`src/rtl/boron_round_ctrl_if.sv`:
```
// Host-side block handshake for the Boron round controller: block in with
// start/ready, ciphertext out with valid/ack.
interface boron_round_ctrl_if #(
  parameter int DW = 64
);
  logic          start_i;
  logic [DW-1:0] data_i;
  logic          ready_o;
  logic          valid_o;
  logic [DW-1:0] data_o;
  logic          ack_i;

  modport master (
    output start_i, data_i, ack_i,
    input  ready_o, valid_o, data_o
  );

  modport slave (
    input  start_i, data_i, ack_i,
    output ready_o, valid_o, data_o
  );
endinterface

```
`src/rtl/boron_round_ctrl.sv`:
```
// Round sequencer for an iterated Boron block cipher. It owns the state register
// and the round index; the round function and key schedule are external.
//
// state | meaning
// IDLE  | ready for a new block, round index 0
// LOAD  | one cycle, strobes the key schedule to load the master key
// RUN   | ROUNDS cycles, state <= external round result, key schedule steps
// FINAL | one cycle, final key whitening, round index = ROUNDS
// DONE  | ciphertext valid and held until ack
module boron_round_ctrl #(
  parameter int ROUNDS = 25,
  parameter int DW     = 64
) (
  input  logic          clk_i,
  input  logic          rst_i,
  boron_round_ctrl_if.slave host,
  output logic [DW-1:0] round_data_o,
  input  logic [DW-1:0] round_data_i,
  input  logic [DW-1:0] rkey_i,
  output logic [4:0]    round_idx_o,
  output logic          key_load_o,
  output logic          key_step_o
);

  typedef enum logic [2:0] {
    IDLE  = 3'd0,
    LOAD  = 3'd1,
    RUN   = 3'd2,
    FINAL = 3'd3,
    DONE  = 3'd4
  } state_t;

  localparam logic [4:0] LAST_IDX  = 5'(ROUNDS - 1);
  localparam logic [4:0] FINAL_IDX = 5'(ROUNDS);

  state_t        state_q, state_d;
  logic [DW-1:0] blk_q, blk_d;
  logic [4:0]    idx_q, idx_d;
  logic          ready_q, valid_q, key_load_q, key_step_q;

  always_comb begin
    state_d = state_q;
    blk_d   = blk_q;
    idx_d   = idx_q;
    unique case (state_q)
      IDLE: begin
        if (host.start_i) begin
          blk_d   = host.data_i;
          idx_d   = 5'd0;
          state_d = LOAD;
        end
      end
      LOAD: state_d = RUN;
      RUN: begin
        blk_d = round_data_i;
        if (idx_q == LAST_IDX) begin
          idx_d   = FINAL_IDX;
          state_d = FINAL;
        end else begin
          idx_d = idx_q + 5'd1;
        end
      end
      FINAL: begin
        blk_d   = blk_q ^ rkey_i;
        state_d = DONE;
      end
      DONE: begin
        if (host.ack_i) begin
          idx_d   = 5'd0;
          state_d = IDLE;
        end
      end
      default: begin
        blk_d   = '0;
        idx_d   = 5'd0;
        state_d = IDLE;
      end
    endcase
  end

  // Outputs are decoded from the next state so they are registered yet still
  // line up with the state they describe.
  always_ff @(posedge clk_i or posedge rst_i) begin
    if (rst_i) begin
      state_q    <= IDLE;
      blk_q      <= '0;
      idx_q      <= 5'd0;
      ready_q    <= 1'b1;
      valid_q    <= 1'b0;
      key_load_q <= 1'b0;
      key_step_q <= 1'b0;
    end else begin
      state_q    <= state_d;
      blk_q      <= blk_d;
      idx_q      <= idx_d;
      ready_q    <= (state_d == IDLE);
      valid_q    <= (state_d == DONE);
      key_load_q <= (state_d == LOAD);
      key_step_q <= (state_d == RUN);
    end
  end

  assign host.ready_o = ready_q;
  assign host.valid_o = valid_q;
  assign host.data_o  = blk_q;
  assign round_data_o = blk_q;
  assign round_idx_o  = idx_q;
  assign key_load_o   = key_load_q;
  assign key_step_o   = key_step_q;

endmodule

```
`src/flat_wrapper.sv`:
```
// flat-port wrapper written by rule: the top's interface ports become plain ports
module boron_round_ctrl_flat 
#(
  parameter int ROUNDS = 25,
  parameter int DW     = 64
)
  (clk_i, rst_i, round_data_o, round_data_i, rkey_i, round_idx_o, key_load_o, key_step_o, host_start_i, host_data_i, host_ack_i, host_ready_o, host_valid_o, host_data_o);
  boron_round_ctrl_if #(.DW(DW)) host_i ();
  input  logic clk_i;
  input  logic rst_i;
  output logic [DW-1:0] round_data_o;
  input  logic [DW-1:0] round_data_i;
  input  logic [DW-1:0] rkey_i;
  output logic [4:0] round_idx_o;
  output logic key_load_o;
  output logic key_step_o;
  input wire logic [$bits(host_i.start_i)-1:0] host_start_i;
  input wire logic [$bits(host_i.data_i)-1:0] host_data_i;
  input wire logic [$bits(host_i.ack_i)-1:0] host_ack_i;
  output wire logic [$bits(host_i.ready_o)-1:0] host_ready_o;
  output wire logic [$bits(host_i.valid_o)-1:0] host_valid_o;
  output wire logic [$bits(host_i.data_o)-1:0] host_data_o;
  assign host_i.start_i = host_start_i;
  assign host_i.data_i = host_data_i;
  assign host_i.ack_i = host_ack_i;
  assign host_ready_o = host_i.ready_o;
  assign host_valid_o = host_i.valid_o;
  assign host_data_o = host_i.data_o;
  boron_round_ctrl #(.ROUNDS(ROUNDS), .DW(DW)) u_core (.clk_i(clk_i), .rst_i(rst_i), .host(host_i), .round_data_o(round_data_o), .round_data_i(round_data_i), .rkey_i(rkey_i), .round_idx_o(round_idx_o), .key_load_o(key_load_o), .key_step_o(key_step_o));
endmodule
```
`config.mk`:
```
export PLATFORM = sky130hd
export DESIGN_NAME = boron_round_ctrl_flat
export DESIGN_NICKNAME = d
export VERILOG_FILES = /design/src/rtl/boron_round_ctrl_if.sv /design/src/rtl/boron_round_ctrl.sv /design/src/flat_wrapper.sv
export SDC_FILE = /design/constraint.sdc
export NUM_CORES = 1
export LEC_CHECK = 0
export BUFFER_PORTS_ARGS = -buffer_cell sky130_fd_sc_hd__buf_4
export CORE_AREA = 2 2 129 131
export CTS_CLUSTER_DIAMETER = 100
export DETAILED_ROUTE_END_ITERATION = 7
export DIE_AREA = 0 0 131 133
export GPL_ROUTABILITY_DRIVEN = 0
export SYNTH_ARGS = -nofsm -noshare
export SYNTH_HDL_FRONTEND = slang
export SYNTH_SLANG_ARGS = --single-unit
```
`constraint.sdc`:
```
create_clock -name clk_i -period 3.1 [get_ports clk_i]
set_input_delay 0.155 -clock clk_i [delete_from_list [all_inputs] [get_ports clk_i]]
set_output_delay 0.155 -clock clk_i [all_outputs]
set_load 0.01 [all_outputs]
```
==> impl_metrics.json, run 1 <==
{
  "cts_buffers": 9,
  "syn_inst": 504,
  "topRoutingLayerUsed": "met4",
  "ctsHtreeMaxLevel": 3,
  "leakagePower_nw": 3.65,
  "nFillCells": 1579,
  "cp.arrival_ns": 2.50,
  "die_area_sq_um": 17400,
  "dpl.hpwl_um": 13300,
  "grt_usage_pct": 19.5,
  "cap_viol_max_count": 0,
  "port_buffers": 332,
  "synthArstFlopShare_pct": 100,
  "holdCritPathClass": "input port to register",
  "synth_edf_count": 0,
  "syn_nets": 702,
  "synth_flop_cell": "dfrtp_1",
  "cts_tree": "yes",
  "grt_first_pass_wirelength_um": 26400,
  "path_cells": "nor3b_4 > buf_4 > nor2_4 > a221o_1",
  "wl_met1_um": 6910,
  "peakVddDrop_mv": 0.419,
  "place_inst": 957,
  "post-route-period-util_pct": 71.7,
  "mostFrequentLayoutCell": "buf_4",
  "wl_met2_um": 8920,
  "drt_first_pass_iters": 5,
  "clk_pin_slew_ns": 0.06,
  "yosysTopAreaCell": "dfrtp_1",
  "start_kind": "register",
  "crit_path_max_incr_delay_ns": 0.88,
  "via_per_inst": 5.18,
  "initial_core_util_pct": 30.9,
  "worstPathMaxFanout": 43,
  "drt_iter0_markers": 255,
  "finalCriticalPeriod_ns": 2.22,
  "ios": 333,
  "fp.dieH_um": 133,
  "dr_total_vias": 5049,
  "p_total_w": 0.00768,
  "finalNonFillerCells": 974,
  "end_kind": "register",
  "area_growth_pct": 50.2,
  "finish.net_count": 947,
  "wl_per_cell_um": 18.5,
  "cpMaxStageDelayCell": "nor2_4",
  "clk_path_buf_depth": 2,
  "finalClockSkew_ns": 0.00369,
  "worst_slew_margin_rel_pct": 24.1,
  "ys_top_cells_by_area": "dfrtp_1 (38%), buf_4 (10%), a221o_1 (8.8%), xnor2_1 (7.9%), a211oi_1 (6.5%)",
  "setup_tns_ns": 0,
  "synth_top_area_share_pct": 37.6,
  "most-common-layout-cells": "buf_4 (338), dfrtp_1 (74), xnor2_1 (45)",
  "diodes": 0,
  "ant_nets": 0,
  "drive_above_1_share_pct": 48.5,
  "die_x_um": 131,
  "setup_violations": 0,
  "gr-total-overflow": 0,
  "antenna_found_initial": 0,
  "drv_slew": 0,
  "syn_area_per_cell_sq_um": 9.91,
  "synth_cell_types": 34,
  "totalWireLength_um": 18000,
  "grt_pass1_vias": 4931,
  "core_area_sq_um": 16200,
  "fmax_mhz": 450,
  "critPathKind": "register to register",
  "required_ns": 3.37,
  "rsz0062_at_grt": "no",
  "ys_seq_area_share_pct": 38.1,
  "clock_sink_count": 76,
  "powerDensity_nw_per_um2": 1020,
  "ys_warn_count": 0,
  "hold_ws_ns": 0.0427,
  "row_count": 47,
  "synth_seq_cells": 76,
  "dr_wl_met3_um": 1600,
  "hold_viol_final": 0,
  "cts_root_buf": "clkbuf_16",
  "grt_max_degree": 87,
  "outcome": "completed",
  "syn_area_sq_um": 5000,
  "clock_latency_ns": 0.34,
  "fin_util_pct": 46.4,
  "drc_errors": 0,
  "tightestPinTransition_ns": 1.14
}
==> critical path, delay by kind of cell (launching register included) <==
kind                   cells  cell delay, ns
AO/OA/AOI/OAI              1            0.31
buffers and inverters      1            0.23
flip-flops                 1            0.61
AND/OR/NAND/NOR            2            0.96
==> layout make-up <==
cell class                      count  area (sq um)  area share, %
Clock buffer                       10           239           3.18
Tap cell                          220           275           3.67
Sequential cell                    76          1900           25.4
Timing Repair Buffer              339          2550           34.0
Inverter                           26          98.8           1.32
Clock inverter                      6           111           1.48
Multi-Input combinational cell    297          2330           31.0
==> sequential cells by signal, summed over array words and instances (netlist names) <==
name	cells
u_core.host.data_o	64
u_core.host.ready_o	1
u_core.host.valid_o	1
u_core.key_load_o	1
u_core.key_step_o	1
u_core.round_idx_o	5
u_core.state_q	3
==> through the flow <==
stage                     setup WS, ns  instance area [sq um]
final                            0.876                   7500
after global routing             0.675                   7500
after CTS                        0.843                   7500
after detailed placement         0.860                   7140
after global placement           0.940                   7140
after floorplan                   1.01                   5000
==> what timing repair did <==
action | in CTS | in global routing
hold buffers | 1 | 0
hold endpoints to repair | 35 | 0
setup endpoints to repair | 0 | 0
setup buffers | 0 | 0
gates resized for setup | 0 | 0
==> layer usage <==
layer,vias up,global-route usage [%]
met5,-,0
met4,0,9.63
met3,36,4.61
met2,270,34.0
met1,2436,22.0
li1,2307,-
==> cells by family after synthesis <==
kind of cell    Yosys count  synth area share, %
mux                      22                 4.51
compound gates          161                 26.8
xor+xnor                 45                 7.89
buf+inv                 131                 15.7
simple gates             67                 6.49
fa+ha+maj                 2                0.501
flops                    76                 38.1
==> cell usage after synthesis, types with 15 or more instances <==
cell      count
xnor2_1      45
nor2_1       44
dfrtp_1      75
a211oi_1     43
o32ai_1      21
buf_4        67
a22o_1       25
o22ai_1      21
buf_2        21
inv_1        26
mux2i_1      21
clkbuf_1     15
a221o_1      44
==> path summary, 6_finish.rpt <==
kind / endpoint / from / cells past startpoint / slack (ns)
worst max-delay path: u_core.host.data_o[42] / u_core.state_q[2] / 4 / 0.88
worst min-delay path: u_core.host.data_o[49] / host_data_i[49] / 2 / 0.04
worst max register to register: u_core.host.data_o[42] / u_core.state_q[2] / 4 / 0.88
worst min register to register: u_core.host.data_o[16] / u_core.host.data_o[16] / 1 / 0.56
max in group asynchronous: u_core.host.data_o[58] / rst_i / 4 / 1.70
min in group asynchronous: u_core.host.data_o[40] / rst_i / 3 / 0.44
==> power breakdown <==
part | total, W | internal [W] | leakage [nW] | switching (W)
sequential | 0.00210 | 0.00146 | 0.947 | 0.000632
combinational | 0.00434 | 0.00223 | 2.54 | 0.00211
clock | 0.00124 | 0.000808 | 0.169 | 0.000431
Note: power is estimated with default switching activity, not from simulation.
==> run 2: changes to the inputs <==
--- a/config.mk
+++ b/config.mk
@@ -5,12 +5,14 @@
 export SDC_FILE = /design/constraint.sdc
 export NUM_CORES = 1
 export LEC_CHECK = 0
+export ABC_AREA = 1
 export BUFFER_PORTS_ARGS = -buffer_cell sky130_fd_sc_hd__buf_4
-export CORE_AREA = 2 2 129 131
+export CORE_AREA = 2 2 131 133
 export CTS_CLUSTER_DIAMETER = 100
 export DETAILED_ROUTE_END_ITERATION = 7
-export DIE_AREA = 0 0 131 133
+export DIE_AREA = 0 0 133 135
 export GPL_ROUTABILITY_DRIVEN = 0
+export PLACE_DENSITY = 0.71
 export SYNTH_ARGS = -nofsm -noshare
 export SYNTH_HDL_FRONTEND = slang
 export SYNTH_SLANG_ARGS = --single-unit
==> constraint.sdc (replaced) <==
create_clock -name clk_i -period 1.9 [get_ports clk_i]
set_input_delay 0.095 -clock clk_i [delete_from_list [all_inputs] [get_ports clk_i]]
set_output_delay 0.095 -clock clk_i [all_outputs]
set_load 0.01 [all_outputs]
==> run 2 against run 1 <==
Against the previous run:
- register-to-register slack worse by 0.72 ns
- area after synthesis rose by 22%
- synthesized cell count is 100% higher
==> impl_metrics.json, run 2 <==
{
  "leakagePower_nw": 5.23,
  "cts_root_buf": "clkbuf_16",
  "cts_tree": "yes",
  "gr-total-overflow": 0,
  "synthAdderAreaFrac_pct": 0.411,
  "totalWireLength_um": 20400,
  "fp.dieH_um": 135,
  "syn_area_sq_um": 6080,
  "hold_viol_final": 0,
  "via_per_inst": 4.62,
  "ctsHtreeMaxLevel": 3,
  "synth_cell_types": 22,
  "seqPwrFrac_pct": 24.7,
  "clock_sink_count": 76,
  "clk_pin_slew_ns": 0.06,
  "yosysTopAreaCell": "dfrtp_1",
  "cp.arrival_ns": 1.95,
  "ys_seq_area_share_pct": 31.3,
  "cap_viol_max_count": 0,
  "drive_above_1_share_pct": 29.6,
  "met1_usage_pct": 27.9,
  "most-common-layout-cells": "nand2_1 (466), buf_4 (341), nand3_1 (201)",
  "port_buffers": 332,
  "drt_iter0_markers": 278,
  "worstPathMaxFanout": 129,
  "outcome": "completed",
  "critPathKind": "register to register",
  "dr_total_vias": 6892,
  "grt_max_degree": 130,
  "clock_latency_ns": 0.33,
  "diodes": 0,
  "hold_ws_ns": 0.0995,
  "syn_area_per_cell_sq_um": 5.99,
  "crit_end": "u_core.key_step_o",
  "ant_nets": 0,
  "yosys.area_share.simple_pct": 47.0,
  "grt_first_pass_wirelength_um": 31200,
  "syn_nets": 1214,
  "multi_input_area_sq_um": 2940,
  "drt_first_pass_iters": 4,
  "grt_usage_pct": 21.5,
  "post_cts_buffers": 0,
  "syn_inst": 1016,
  "crit_path_start": "u_core.state_q[2]",
  "finalClockSkew_ns": 0.00595,
  "rsz0062_at_grt": "no",
  "end_kind": "register",
  "p_comb_share_pct": 61.1,
  "reg2reg_depth": 5,
  "clk_path_buf_depth": 2,
  "holdCritPathClass": "input port to register",
  "synth_top_family_by_area": "simple AND/OR/NAND/NOR gates",
  "dpl.hpwl_um": 14100,
  "top_usage_layer": "met2",
  "die_x_um": 133,
  "start_kind": "register",
  "p_clk_share_pct": 14.2,
  "synthXorXnorAreaFrac_pct": 0,
  "wl_per_cell_um": 13.7,
  "timing.rr.start": "u_core.state_q[2]",
  "ios": 333,
  "synthTopCellsByCount": "nand2_1 (466), nand3_1 (201), inv_1 (139)",
  "finalInstanceArea_sq_um": 8660,
  "reg2reg_slack_ns": 0.16,
  "setup_tns_ns": 0,
  "core_area_sq_um": 16400,
  "post-route-period-util_pct": 91.6,
  "drv_slew": 0,
  "synth_edf_count": 0,
  "final-seq-area_sq_um": 1900,
  "synthMostInstantiatedCell": "nand2_1",
  "initial_core_util_pct": 37.1,
  "mostFrequentLayoutCell": "nand2_1",
  "setup_violations": 0,
  "synth_compound_area_share_pct": 0.452,
  "finalNonFillerCells": 1491,
  "p_sw_share_pct": 47.7,
  "synth_seq_cells": 76,
  "largest_reg_flops": 64,
  "met2_usage_pct": 36.9,
  "fmax_mhz": 575,
  "area_growth_pct": 42.3,
  "use_met3_pct": 3.45,
  "finalCriticalPeriod_ns": 1.74,
  "drc_errors": 0,
  "row_count": 47,
  "powerDensity_nw_per_um2": 1570,
  "synth_top_area_share_pct": 30.9,
  "ys_warn_count": 0,
  "worst_slack_ns": 0.160,
  "pre_cts_slack_ns": 0.0751,
  "synthArstFlopShare_pct": 100,
  "tightestPinTransition_ns": 0.641,
  "place_area_sq_um": 8280,
  "die_area_sq_um": 18000,
  "grt_pass1_vias": 6168,
  "peakVddDrop_mv": 0.837,
  "ys_top_cells_by_area": "dfrtp_1 (31%), nand2_1 (29%), nand3_1 (17%), buf_4 (9.9%), inv_1 (8.6%)",
  "cts_buffers": 9,
  "nFillCells": 1661,
  "required_ns": 2.11,
  "p_sw_w": 0.00648,
  "whs_path_depth": 5,
  "internal-power_w": 0.00709,
  "place_inst": 1472,
  "worst_slew_margin_rel_pct": 57.2,
  "muxShareOfSynthArea_pct": 0,
  "synth_flop_cell": "dfrtp_1",
  "r2r-end": "u_core.key_step_o",
  "finish.net_count": 1464,
  "antenna_found_initial": 0
}
run 2: how the worst min path moves through the flow:
stage,from,endpoint,slack (ns)
finish,host_data_i[7],u_core.host.data_o[7],0.1
global route,host_data_i[0],u_core.host.data_o[0],0.12
CTS,host_data_i[46],u_core.host.data_o[46],0.09
detailed placement,rst_i,u_core.host.data_o[8],0.14
global placement,rst_i,u_core.host.data_o[8],0.14
floorplan,host_start_i,u_core.key_load_o,0.26
run 2: kinds of logic (layout without fill, tap and decap cells):
group	Yosys count	after routing
DFF	76	76
and+or+nand+nor	681	683
AOI/OAI and AO/OA	5	5
buffers and inverters	252	505
adders and majority gates	2	2
run 2: timing repair:
action / CTS / global route
endpoints found under the hold margin: 14 / 0
gates resized for setup: 0 / 3
setup endpoints to repair: 0 / 65
hold buffers: 1 / 0
run 2: critical path, cell delays in order (launching register included):
cell and delay (ns):
dfrtp_1 0.44, nor2_4 0.18, buf_16 0.37, nand2_1 0.19, o21ai_0 0.25, nor2_1 0.07
run 2: area by class of cell:
cell class / instances / share of cell area (%)
multi-input combinational: 690 / 33.9
timing repair buffer: 347 / 30.8
sequential: 76 / 22.0
inverter: 142 / 6.20
tap: 220 / 3.18
clock buffer: 12 / 3.08
clock inverter: 4 / 0.809
run 2: power by group through the flow:
stage          Sequential [W]  Combinational (W)  Clock, W
2_1_floorplan         0.00342            0.00550         0
5_1_grt               0.00348            0.00932   0.00205
6_report              0.00336            0.00829   0.00192
4_1_cts               0.00337            0.00820   0.00197
3_3_place_gp          0.00336            0.00803         0
3_5_place_dp          0.00337            0.00819         0
run 2: metrics by stage:
stage	total power [W]	utilization (%)
4_1_cts	0.0135	52.6
6_report	0.0136	52.8
3_3_place_gp	0.0114	50.5
5_1_grt	0.0149	52.8
2_1_floorplan	0.00892	-
3_5_place_dp	0.0116	50.5
run 2: metal layers:
layer / vias to the layer above / routed length, um
met5: - / 0
met4: 0 / 376
met3: 27 / 1320
met2: 238 / 9960
met1: 3093 / 8740
li1: 3534 / -
